$ cat src/rtl/mem_port_arbiter.sv
// Purpose : shares one DRAM port between instruction fetch and the LSU, one
//           transaction in flight, response routed back to its owner.
// Latency : grant 0 cycles from request in IDLE; response = DRAM latency + 0;
//           one mandatory idle bubble after every response.
// Backpressure: requesters hold req until gnt; no grant while a transaction is
//           outstanding; the DRAM side has no stall (single outstanding only).
//
// Optional feature: define MEM_ARB_STARVE_GUARD_EN to enable the fetch
// starvation guard (4-bit LSU streak counter, fetch forced after STREAK_MAX
// consecutive LSU wins while fetch waits). Undefined: strict LSU priority.
//
// Ports:
//   clock / reset          : rising-edge clock, asynchronous active-low reset
//   if_req_ip/if_addr_ip   : fetch request, held until if_gnt_op
//   if_flush_ip            : fetch redirect, cancels an outstanding fetch reply
//   if_gnt_op/if_rvalid_op/if_rdata_op : fetch grant, reply pulse and data
//   lsu_req_ip/we/addr/wdata : LSU request, held until lsu_gnt_op
//   lsu_gnt_op/lsu_rvalid_op/lsu_rdata_op : LSU grant, reply pulse, load data
//   mem_req_op/we/addr/wdata : DRAM request (1-cycle pulse)
//   mem_rvalid_ip/mem_rdata_ip : DRAM reply (read data or write done)

module mem_port_arbiter #(
  parameter int ADDR_W     = 32,
  parameter int DATA_W     = 32,
  parameter int STREAK_MAX = 4
) (
  input  logic              clock,
  input  logic              reset,
  // fetch requester
  input  logic              if_req_ip,
  input  logic [ADDR_W-1:0] if_addr_ip,
  input  logic              if_flush_ip,
  output logic              if_gnt_op,
  output logic              if_rvalid_op,
  output logic [DATA_W-1:0] if_rdata_op,
  // load/store requester
  input  logic              lsu_req_ip,
  input  logic              lsu_we_ip,
  input  logic [ADDR_W-1:0] lsu_addr_ip,
  input  logic [DATA_W-1:0] lsu_wdata_ip,
  output logic              lsu_gnt_op,
  output logic              lsu_rvalid_op,
  output logic [DATA_W-1:0] lsu_rdata_op,
  // DRAM port
  output logic              mem_req_op,
  output logic              mem_we_op,
  output logic [ADDR_W-1:0] mem_addr_op,
  output logic [DATA_W-1:0] mem_wdata_op,
  input  logic              mem_rvalid_ip,
  input  logic [DATA_W-1:0] mem_rdata_ip
);

  if (STREAK_MAX < 1 || STREAK_MAX > 15) begin : g_streak_max_range
    $error("mem_port_arbiter: STREAK_MAX must be within 1..15");
  end

  typedef enum logic [1:0] {
    IDLE      = 2'd0,
    BUSY_IF   = 2'd1,
    BUSY_LSU  = 2'd2,
    BUSY_DROP = 2'd3
  } state_e;

  state_e state_q;
  logic   lsu_we_q;     // outstanding LSU transaction is a store

  logic   in_idle;
  logic   force_if;     // starvation guard overrides LSU priority
  logic   grant_if;
  logic   grant_lsu;
  logic   rsp_if;
  logic   rsp_lsu;

  assign in_idle = (state_q == IDLE);

`ifdef MEM_ARB_STARVE_GUARD_EN
  localparam logic [3:0] STREAK_LIM = 4'(STREAK_MAX);

  // Counts LSU wins that happened while fetch was waiting.
  logic [3:0] streak_q;

  assign force_if = if_req_ip && lsu_req_ip && (streak_q == STREAK_LIM);

  always_ff @(posedge clock or negedge reset) begin
    if (!reset) begin
      streak_q <= 4'd0;
    end else if (grant_if) begin
      streak_q <= 4'd0;
    end else if (grant_lsu) begin
      streak_q <= if_req_ip ? streak_q + 4'd1 : 4'd0;
    end
  end
`else
  assign force_if = 1'b0;
`endif

  // Grants and responses are combinational; gating with reset keeps every
  // output at 0 for the whole time reset is held, even with requests present.
  assign grant_lsu = reset && in_idle && lsu_req_ip && !force_if;
  assign grant_if  = reset && in_idle && if_req_ip && (!lsu_req_ip || force_if);

  // A flush arriving together with the fetch reply swallows that reply.
  assign rsp_if  = reset && (state_q == BUSY_IF) && mem_rvalid_ip && !if_flush_ip;
  assign rsp_lsu = reset && (state_q == BUSY_LSU) && mem_rvalid_ip;

  // Request side
  assign if_gnt_op    = grant_if;
  assign lsu_gnt_op   = grant_lsu;
  assign mem_req_op   = grant_if || grant_lsu;
  assign mem_we_op    = grant_lsu && lsu_we_ip;
  assign mem_addr_op  = grant_lsu ? lsu_addr_ip :
                        grant_if  ? if_addr_ip  : '0;
  assign mem_wdata_op = grant_lsu ? lsu_wdata_ip : '0;

  // Response side; rdata is zero whenever its rvalid is low, and a store
  // acknowledgement carries no data.
  assign if_rvalid_op  = rsp_if;
  assign if_rdata_op   = rsp_if ? mem_rdata_ip : '0;
  assign lsu_rvalid_op = rsp_lsu;
  assign lsu_rdata_op  = (rsp_lsu && !lsu_we_q) ? mem_rdata_ip : '0;

  // Transaction sequencer. A response always returns to IDLE, so the cycle
  // carrying the response can never also carry a grant (the idle bubble).
  always_ff @(posedge clock or negedge reset) begin
    if (!reset) begin
      state_q  <= IDLE;
      lsu_we_q <= 1'b0;
    end else begin
      case (state_q)
        IDLE: begin
          // mem_rvalid_ip here is a protocol error and is ignored.
          if (grant_lsu) begin
            state_q  <= BUSY_LSU;
            lsu_we_q <= lsu_we_ip;
          end else if (grant_if) begin
            state_q  <= BUSY_IF;
          end
        end
        BUSY_IF: begin
          if (mem_rvalid_ip) begin
            state_q <= IDLE;
          end else if (if_flush_ip) begin
            state_q <= BUSY_DROP;
          end
        end
        BUSY_LSU: begin
          if (mem_rvalid_ip) begin
            state_q <= IDLE;
          end
        end
        BUSY_DROP: begin
          // Fetch was redirected; the stale reply is discarded here.
          if (mem_rvalid_ip) begin
            state_q <= IDLE;
          end
        end
        default: state_q <= IDLE;
      endcase
    end
  end

endmodule

$ cat config.mk
export PLATFORM = sky130hd
export DESIGN_NAME = mem_port_arbiter
export DESIGN_NICKNAME = d
export VERILOG_FILES = /design/src/rtl/mem_port_arbiter.sv
export SDC_FILE = /design/constraint.sdc
export NUM_CORES = 1
export LEC_CHECK = 0
export BUFFER_PORTS_ARGS = -buffer_cell sky130_fd_sc_hd__buf_2
export CORE_AREA = 3 3 103 105
export DETAILED_ROUTE_END_ITERATION = 8
export DIE_AREA = 0 0 106 108
export SLEW_MARGIN = 15
export SYNTH_ARGS = -nofsm -noshare
export SYNTH_HDL_FRONTEND = slang
export SYNTH_SLANG_ARGS = --single-unit
$ cat constraint.sdc
create_clock -name clock -period 1.4 [get_ports clock]
set_input_delay 0.07 -clock clock [delete_from_list [all_inputs] [get_ports clock]]
set_output_delay 0.07 -clock clock [all_outputs]
set_load 0.03 [all_outputs]
Yosys cells after proc, flatten, opt, wreduce, memory -nomap -nowiden
Cells that the tools add are included.
{"block": "totals", "reg_bits": 3, "latchBits": 0, "output_inout_bits": 134, "ram_bits": 0, "wordCells": 38, "memories": 0, "romBits": 0}
{"block": "classes", "reduce_logical": 19, "shifts": 0, "n_lt_le_gt_ge": 0, "div": 0, "n_bitwise": 0, "add_sub_neg": 0, "eq_ne": 6, "muxes": 11, "n_mul": 0}
{"operator": "$mux W32", "count": 5}
{"operator": "$logic_and A1 B1 Y1", "count": 11}
{"operator": "$mux W2", "count": 5}
{"operator": "$pmux W2 S3", "count": 1}
{"operator": "$eq A2 B2 Y1 const B", "count": 2}
{"operator": "$logic_not A1 Y1", "count": 3}
{"operator": "$ne A3 B1 Y1 const B", "count": 1}
{"operator": "$ne A3 B3 Y1 const B", "count": 1}
{"operator": "$reduce_and A3 Y1", "count": 1}
{"operator": "$eq A2 B1 Y1 const B", "count": 1}
{"operator": "$logic_not A2 Y1", "count": 1}
{"operator": "$ne A2 B1 Y1 const B", "count": 1}
{"operator": "$reduce_and A2 Y1", "count": 1}
{"operator": "$reduce_or A2 Y1", "count": 1}
{"operator": "$logic_or A1 B1 Y1", "count": 1}

Depth between registers and ports, before layout
Gate-level depths: netlist of the first run.
{"block": "depth", "ltp_word": 7, "depth_mapped": 4, "ltp_nobuf": 2}

Worst setup path after synthesis of the first run
Ideal clock, no wire load.
{"block": "synth_timing", "path_type": "register to output", "start": "reg state_q[0]", "end": "out lsu_rdata_op[22]", "n_path_buf": 1, "t_arrival_ns": 1.667, "stages_incl_launch_ff": 4, "path_slack_ns": -0.337, "cell_sequence": "dfrtp_1 nand4b_1 clkbuf_1 nor3b_1"}
{"block": "synth_between", "elab_chain_cells": 5}
{"item": "start, declared", "line_no": "64", "source": "state_e state_q;"}
{"item": "start signal, assigned", "line_no": "126", "source": "state_q <= IDLE;"}
{"item": "start signal, assigned", "line_no": "133", "source": "state_q <= BUSY_LSU;"}
{"item": "start signal, assigned", "line_no": "136", "source": "state_q <= BUSY_IF;"}
{"item": "$eq A2 B2 Y1", "line_no": "104", "source": "assign rsp_lsu = reset && (state_q == BUSY_LSU) && mem_rvalid_ip;"}
{"item": "$logic_and A1 B1 Y1 (2 in series)", "line_no": "104"}
{"item": "$logic_and A1 B1 Y1", "line_no": "120", "source": "assign lsu_rdata_op = (rsp_lsu && !lsu_we_q) ? mem_rdata_ip : '0;"}
{"item": "$mux W32", "line_no": "120"}
{"item": "end, declared", "line_no": "43", "source": "output logic [DATA_W-1:0] lsu_rdata_op,"}
No other way between the ends.

Worst setup path after layout of the first run
{"block": "layout_timing", "start": "reg state_q[0]", "end": "out mem_wdata_op[25]"}
{"block": "layout_between", "elab_chain_cells": 4}
{"item": "$logic_not A2 Y1", "line_no": "74", "source": "assign in_idle = (state_q == IDLE);"}
{"item": "$logic_and A1 B1 Y1 (2 in series)", "line_no": "99", "source": "assign grant_lsu = reset && in_idle && lsu_req_ip && !force_if;"}
{"item": "$mux W32", "line_no": "113", "source": "assign mem_wdata_op = grant_lsu ? lsu_wdata_ip : '0;"}
{"item": "end, declared", "line_no": "48", "source": "output logic [DATA_W-1:0] mem_wdata_op,"}
No other way between the ends.

==> results of run 1 <==
## path summary, 6_finish.rpt
kind	start	endpoint	slack (ns)	depth (start not counted)
worst min register to register	state_q[1]$_DFFE_PN0P_	state_q[1]$_DFFE_PN0P_	0.69	3
max in group asynchronous	reset	lsu_we_q$_DFFE_PN0P_	0.96	2
worst max register to register	state_q[0]$_DFFE_PN0P_	lsu_we_q$_DFFE_PN0P_	-0.11	5
worst min-delay path	lsu_we_ip	lsu_we_q$_DFFE_PN0P_	0.11	2
min in group asynchronous	reset	lsu_we_q$_DFFE_PN0P_	0.27	2
worst max-delay path	state_q[0]$_DFFE_PN0P_	mem_wdata_op[25]	-0.31	6
## cells in the final DEF, fill, tap and decap left out
cell type      instances
nand3b_1              32
mux2_4                 1
nor2_4                 3
clkbuf_8               3
buf_16                 6
nand2b_1               1
buf_8                  3
buf_2                134
o22ai_1                1
dfrtp_2                1
nor3b_2                7
a21oi_2                3
nand4b_1               2
or3b_4                 1
nand2_1               32
inv_1                  2
clkbuf_1               1
o21bai_1               1
nor2_1                 1
and2_4                33
buf_4                 15
dlygate4sd3_1          1
nor4bb_4               1
a21oi_1                1
buf_12                12
clkbuf_16              2
dfrtp_1                2
nor3b_4               57
a21oi_4               29
buf_6                139
## layer usage
layer / vias up / share of wire
met5: - / 0.0012
met4: 2 / 0.0032
met3: 6 / 0.086
met2: 151 / 0.54
met1: 1361 / 0.37
li1: 1420 / -
## synthesized netlist by cell type
master | n | area share
a21oi_2 | 28 | 0.15
or3b_1 | 1 | 0.0053
nor4bb_1 | 1 | 0.0061
nand2b_1 | 1 | 0.0038
o22ai_1 | 1 | 0.0038
buf_6 | 3 | 0.021
nand2_1 | 32 | 0.073
a21oi_1 | 5 | 0.015
and2_1 | 33 | 0.13
nor2_1 | 4 | 0.0092
inv_1 | 2 | 0.0046
buf_2 | 8 | 0.024
clkbuf_1 | 22 | 0.050
nand4b_1 | 2 | 0.011
nand3b_1 | 32 | 0.15
nor3b_1 | 64 | 0.29
o21bai_1 | 1 | 0.0046
dfrtp_1 | 3 | 0.046
mux2_2 | 1 | 0.0069
## cells by family after synthesis
kind of cell	Yosys count	synth area share
multiplexers	1	0.00687
AO/OA/AOI/OAI	35	0.173
flip-flops	3	0.0458
AND/OR/NAND/NOR	170	0.674
buffers and inverters	35	0.100
## power groups by stage
stage / Combinational, W / Clock, W / Sequential (W)
3_3_place_gp: 0.00161 / 0 / 0.000119
4_1_cts: 0.00202 / 0.000252 / 0.000120
6_report: 0.00216 / 0.000245 / 0.000121
3_5_place_dp: 0.00163 / 0 / 0.000120
2_1_floorplan: 0.00108 / 0 / 0.000112
5_1_grt: 0.00227 / 0.000263 / 0.000123
## final cells by class
class / count / area (µm²) / share of cell area
flip-flops and latches: 3 / 76.3 / 0.0137
clock buffers: 4 / 45.0 / 0.00806
repair buffers: 312 / 2860 / 0.511
inverters: 2 / 7.51 / 0.00134
multi-input cells: 206 / 2440 / 0.436
well taps: 133 / 166 / 0.0298
## flip-flops by register name (all words and copies together), names as in the netlist
signal / flops
state_q: 2
lsu_we_q: 1
## repair_timing
action	in CTS	in global routing
buffers inserted	5	7
hold endpoints to repair	3	0
setup endpoints to repair	135	136
hold buffers	1	0
cloned	7	3
pin swaps	13	29
gates resized for setup	293	57
## stage by stage
step	setup TNS [ns]	utilization
floorplan	-3.49	-
global placement	-3.94	0.421
detailed placement	-5.86	0.421
CTS	-32.53	0.547
global route	-42.94	0.575
finish	-32.40	0.575
==> reports/qor.yml, run 1 <==
outcome:
  status: "finished, violations left"
  violations: "setup timing"
die:
  dieArea_um2: 11400
  start_util: 0.168
  io_pins: 269
  die_h_um: 108
  die_w_um: 106
  core_area_um2: 9730
  rows: 36
pwr:
  p_leak_nw: 2.56
  seqPwrFrac: 0.048
  combPwrFrac: 0.855
  sw_frac_of_total: 0.490
  peakVddDrop_mv: 0.441
  total_power_w: 0.00253
  switchingPower_w: 0.00124
  power_density_nw_per_um2: 452
  p_int_w: 0.00129
  clock_power_share: 0.097
grt:
  grt_overflow: 0
  grtUsageMet3: 0.0525
  grtUsageMet1: 0.197
  grt_antenna_before_repair: 1
  grt_max_degree: 35
  grt_pass1_vias: 3016
  grt.total_usage: 0.175
  grt_pass1_wl_mm: 16.3
  grt.busiest_layer: "met2"
  met2_usage: 0.342
timing:
  max_freq_mhz: 584
  worst_slew_pin_slew_ns: 0.392
  relSlewSlack: 0.739
  hold_viol_final: 0
  worst_slack_ns: -0.312
  fin_crit_ns: 1.71
  worst_hold_slack_ns: 0.114
  skew_ns: 0.00138
  setup-violations-final: 136
  drv_slew: 0
  period_share: 1.22
  rsz0062_at_grt: "true"
setup_path:
  cp_num_buf_inv: 4
  critPathTopFamily: "buffers and inverters"
  crit_path_top_delay_cell: "dfrtp_1"
  crit_fanout: 9
  worstPathCellList: "buf_6 -> nor4bb_4 -> buf_6 -> clkbuf_16 -> and2_4 -> buf_6"
  worstPathRequired_ns: 1.33
  max_stage_delay_ns: 0.40
  cp_data_arrival_time_ns: 1.64
  critPathLaunchType: "register"
  cpMostUsedCell: "buf_6"
  crit_type: "reg -> out"
  crit_path_end_kind: "output pin"
routing:
  post_drt_wl_per_cell_um: 17.1
  num_vias: 2940
  finalWirelength_mm: 11.3
  drt_iter0_markers: 43
  vias_per_cell: 4.45
  ant_nets: 0
  drtPass1Iterations: 4
  drc_errors: 0
placed_design:
  place_inst: 635
  post_dp_cell_area_um2: 4100
  gp_congestion: 0.856
  dpl_worst_slack_ns: -0.122
  io_buffers: 268
  dpl.hpwl_mm: 7.49
logic_synthesis:
  avgSynthCellArea_um2: 6.72
  synth_seq_cells: 3
  syn_nets: 379
  ys_types: 19
  synth_area_um2: 1640
  syn_inst: 244
  ys.warnings.count: 0
  seq_area_frac_synth: 0.0458
clocking:
  cts_max_path_buffers: 2
  path_clk_slew_ns: 0.03
  htree_levels: 1
  clock_latency_ns: 0.21
  cts_buffers: 3
  clkSinkCount: 3
  cts-root-buf: "clkbuf_8"
  cts_tree: "done"
cells_and_area:
  final_area_um2: 5590
  instances_no_fill: 660
  drive_gt1_frac: 0.854
  area_delta_synth_final_pct: 241
  fin_nets: 663
  fillers: 843
  diodes: 0
worst_hold_path:
  hold_path.class: "in -> reg"
flow_run:
  cap_violations: 0
No activity file was read; power rests on OpenSTA's default activity.
==> run 2, diff against run 1 <==
ABC_AREA = 1   (was not set)
CORE_AREA = 3 3 104 106   (was 3 3 103 105)
DIE_AREA = 0 0 107 109   (was 0 0 106 108)
==> run 2 against run 1 <==
  * The run still ends with setup timing left
  * Combinational power grew 35%
  * Cell area is 16% lower
  * Global-route usage decreased by 3.8 points
  * Wire length decreased by 9.2%
  * Sequential cell count unchanged
  * Hold slack gained 0.043 ns
  * Maximum frequency up 5.8%
  * Synthesized cell count is 27% higher
  * Register-to-register slack improved by 0.13 ns
  * Critical path type unchanged
  * Critical endpoint is now lsu_rdata_op[12]
  * Largest cell class unchanged
==> reports/qor.yml, run 2 <==
routing:
  finalWirelength_mm: 10.2
  drt_iter0_markers: 90
  met3_length_um: 901
  drtPass1Iterations: 3
  ant_nets: 0
  vias_per_cell: 3.93
  met1_length_mm: 3.48
  post_drt_wl_per_cell_um: 14.0
  dr_wl_met2_mm: 5.70
  num_vias: 2880
  top_layer: "met4"
  drc_errors: 0
cells_and_area:
  regMostFlops: "state_q"
  drive_gt1_frac: 0.683
  final_area_um2: 4720
  final_cell_mix: "134 x buf_2, 128 x buf_6, 99 x nand2_1"
  fillers: 912
  multiInputGateArea_um2: 1490
  largest_registers: "state_q x2, lsu_we_q x1"
  area_delta_synth_final_pct: 221
  seq_area_um2: 76.3
  utilization: 0.479
  largest_reg_flops: 2
  final_common_cell: "buf_2"
  diodes: 0
  fin_nets: 736
logic_synthesis:
  synthSimpleGateAreaFrac: 0.645
  synth_seq_cells: 3
  synth_area_um2: 1470
  synth_top_family_by_area: "simple AND/OR/NAND/NOR gates"
  syn_nets: 445
  ys_async_sr_fraction: 1.00
  synth.area.mux_share: 0
  synth_commonest_cells: "103 x nand2_1, 71 x inv_1, 62 x nor2_1, 36 x nor2_2, 9 x buf_6"
  synthTopCellsByArea: "nand2_1 26%, inv_1 18%, nor2_1 16%, nor2_2 15%, buf_6 6.9%"
  avgSynthCellArea_um2: 4.75
  synthAdderAreaFrac: 0
  yosysMostFrequentCell: "nand2_1"
  synth_edf_count: 0
  synth-xor-area-share: 0
  synth-compound-area-share: 0.0179
  ys_types: 17
  syn_inst: 310
  synth-main-ff-cell: "dfrtp_1"
  yosys.area.top_type_share: 0.263
  synth_area_leader_cell: "nand2_1"
  ys.warnings.count: 0
  seq_area_frac_synth: 0.0510
timing:
  period_share: 1.16
  relSlewSlack: 0.850
  rsz0062_at_grt: "true"
  setup-violations-final: 132
  fin_tns_setup_ns: -21.81
  skew_ns: 0.00516
  fin_crit_ns: 1.62
  worst_slack_ns: -0.217
  worst_slew_pin_slew_ns: 0.225
  hold_viol_final: 0
  drv_slew: 0
  max_freq_mhz: 618
flow_run:
  cap_violations: 0
setup_path:
  max_stage_delay_ns: 0.41
  crit_type: "reg -> out"
  worstPathRequired_ns: 1.33
  cp_data_arrival_time_ns: 1.55
  crit_fanout: 8
  worstPathCellList: "inv_2 -> nor3_4 -> nand2_4 -> clkbuf_16 -> nor2_4 -> buf_6"
  crit_path_end_kind: "output pin"
  crit_path_top_delay_cell: "dfrtp_1"
  critPathLaunchType: "register"
pwr:
  power_density_nw_per_um2: 704
  total_power_w: 0.00333
  peakVddDrop_mv: 0.384
  p_leak_nw: 2.62
worst_hold_path:
  hold_path.class: "in -> reg"
grt:
  grt_pass1_vias: 2651
  grt.total_usage: 0.137
  grt_antenna_before_repair: 0
  grt_max_degree: 33
  grt_pass1_wl_mm: 12.8
  grt_overflow: 0
outcome:
  status: "finished, violations left"
  violations: "setup timing"
die:
  dieArea_um2: 11700
  start_util: 0.149
  core_area_um2: 9860
  die_w_um: 107
  io_pins: 269
  die_h_um: 109
  rows: 36
clocking:
  clock_latency_ns: 0.22
  cts_tree: "done"
  path_clk_slew_ns: 0.03
  cts_max_path_buffers: 2
  cts-root-buf: "clkbuf_8"
  cts_buffers: 3
  clkSinkCount: 3
  htree_levels: 1
placed_design:
  dpl.hpwl_mm: 6.58
  post_dp_cell_area_um2: 3090
  gp_congestion: 0.771
  io_buffers: 268
-- run 2: cell count changes after synthesis, sizes merged, moves of 33 or more --
cell   before  now
nor3b      64    0
and2       33    0
nor2        4   99
inv         2   75
a21oi      33    0
nand2      32  106
-- run 2: path summary, 6_finish.rpt --
check                                    endpoint  cells after the start  slack (ns)                   start
max reg2reg                state_q[1]$_DFFE_PN0P_                      7        0.02  state_q[1]$_DFFE_PN0P_
min reg2reg                  lsu_we_q$_DFFE_PN0P_                      2        0.55    lsu_we_q$_DFFE_PN0P_
min in group asynchronous  state_q[1]$_DFFE_PN0P_                      3        0.40                   reset
min                        state_q[0]$_DFFE_PN0P_                      3        0.16           mem_rvalid_ip
max in group asynchronous  state_q[0]$_DFFE_PN0P_                      3        0.89                   reset
max                              lsu_rdata_op[12]                      6       -0.22  state_q[1]$_DFFE_PN0P_
-- run 2: cell families after synthesis --
group | count (synthesis)
flops | 3
simple gates | 213
compound gates | 4
buf+inv | 90
-- run 2: final cells by class --
type                       count  area share
timing repair buffer         301       0.562
tap                          133      0.0353
clock buffer                   4     0.00954
inverter                      75      0.0618
multi-input combinational    217       0.315
sequential                     3      0.0162
-- run 2: what timing repair did --
action                     in CTS  in global routing
gates cloned                    3                  8
setup endpoints to repair     131                133
hold buffers                    1                  0
pin swaps                       2                  2
hold endpoints to repair        3                  0
resized for setup             265                110
buffers inserted                7                  4
-- run 2: worst max-delay path: cells and delay by family (launching register included) --
kind,cells,cell delay (ns)
and+or+nand+nor,3,0.46
buffers and inverters,3,0.45
DFF,1,0.41
-- run 2: power breakdown --
group	internal, W	switching, W
combinational	0.00126	0.00165
clock	0.000195	0.0000627
sequential	0.000126	0.0000314
-- run 2: per-layer routing --
layer  track usage  up-vias
met5             0        -
met4        0.0338        0
met3        0.0397       10
met2         0.281      166
met1         0.132     1262
li1              -     1442
-- run 2: metrics by stage --
step | worst slack, ns | std cells | hold WS [ns]
3_3_place_gp | -0.00270 | 708 | 0.0663
6_report | -0.217 | 733 | 0.156
3_5_place_dp | -0.0222 | 708 | 0.0678
2_1_floorplan | -0.135 | 310 | -0.226
4_1_cts | -0.174 | 722 | 0.156
5_1_grt | -0.278 | 733 | 0.187
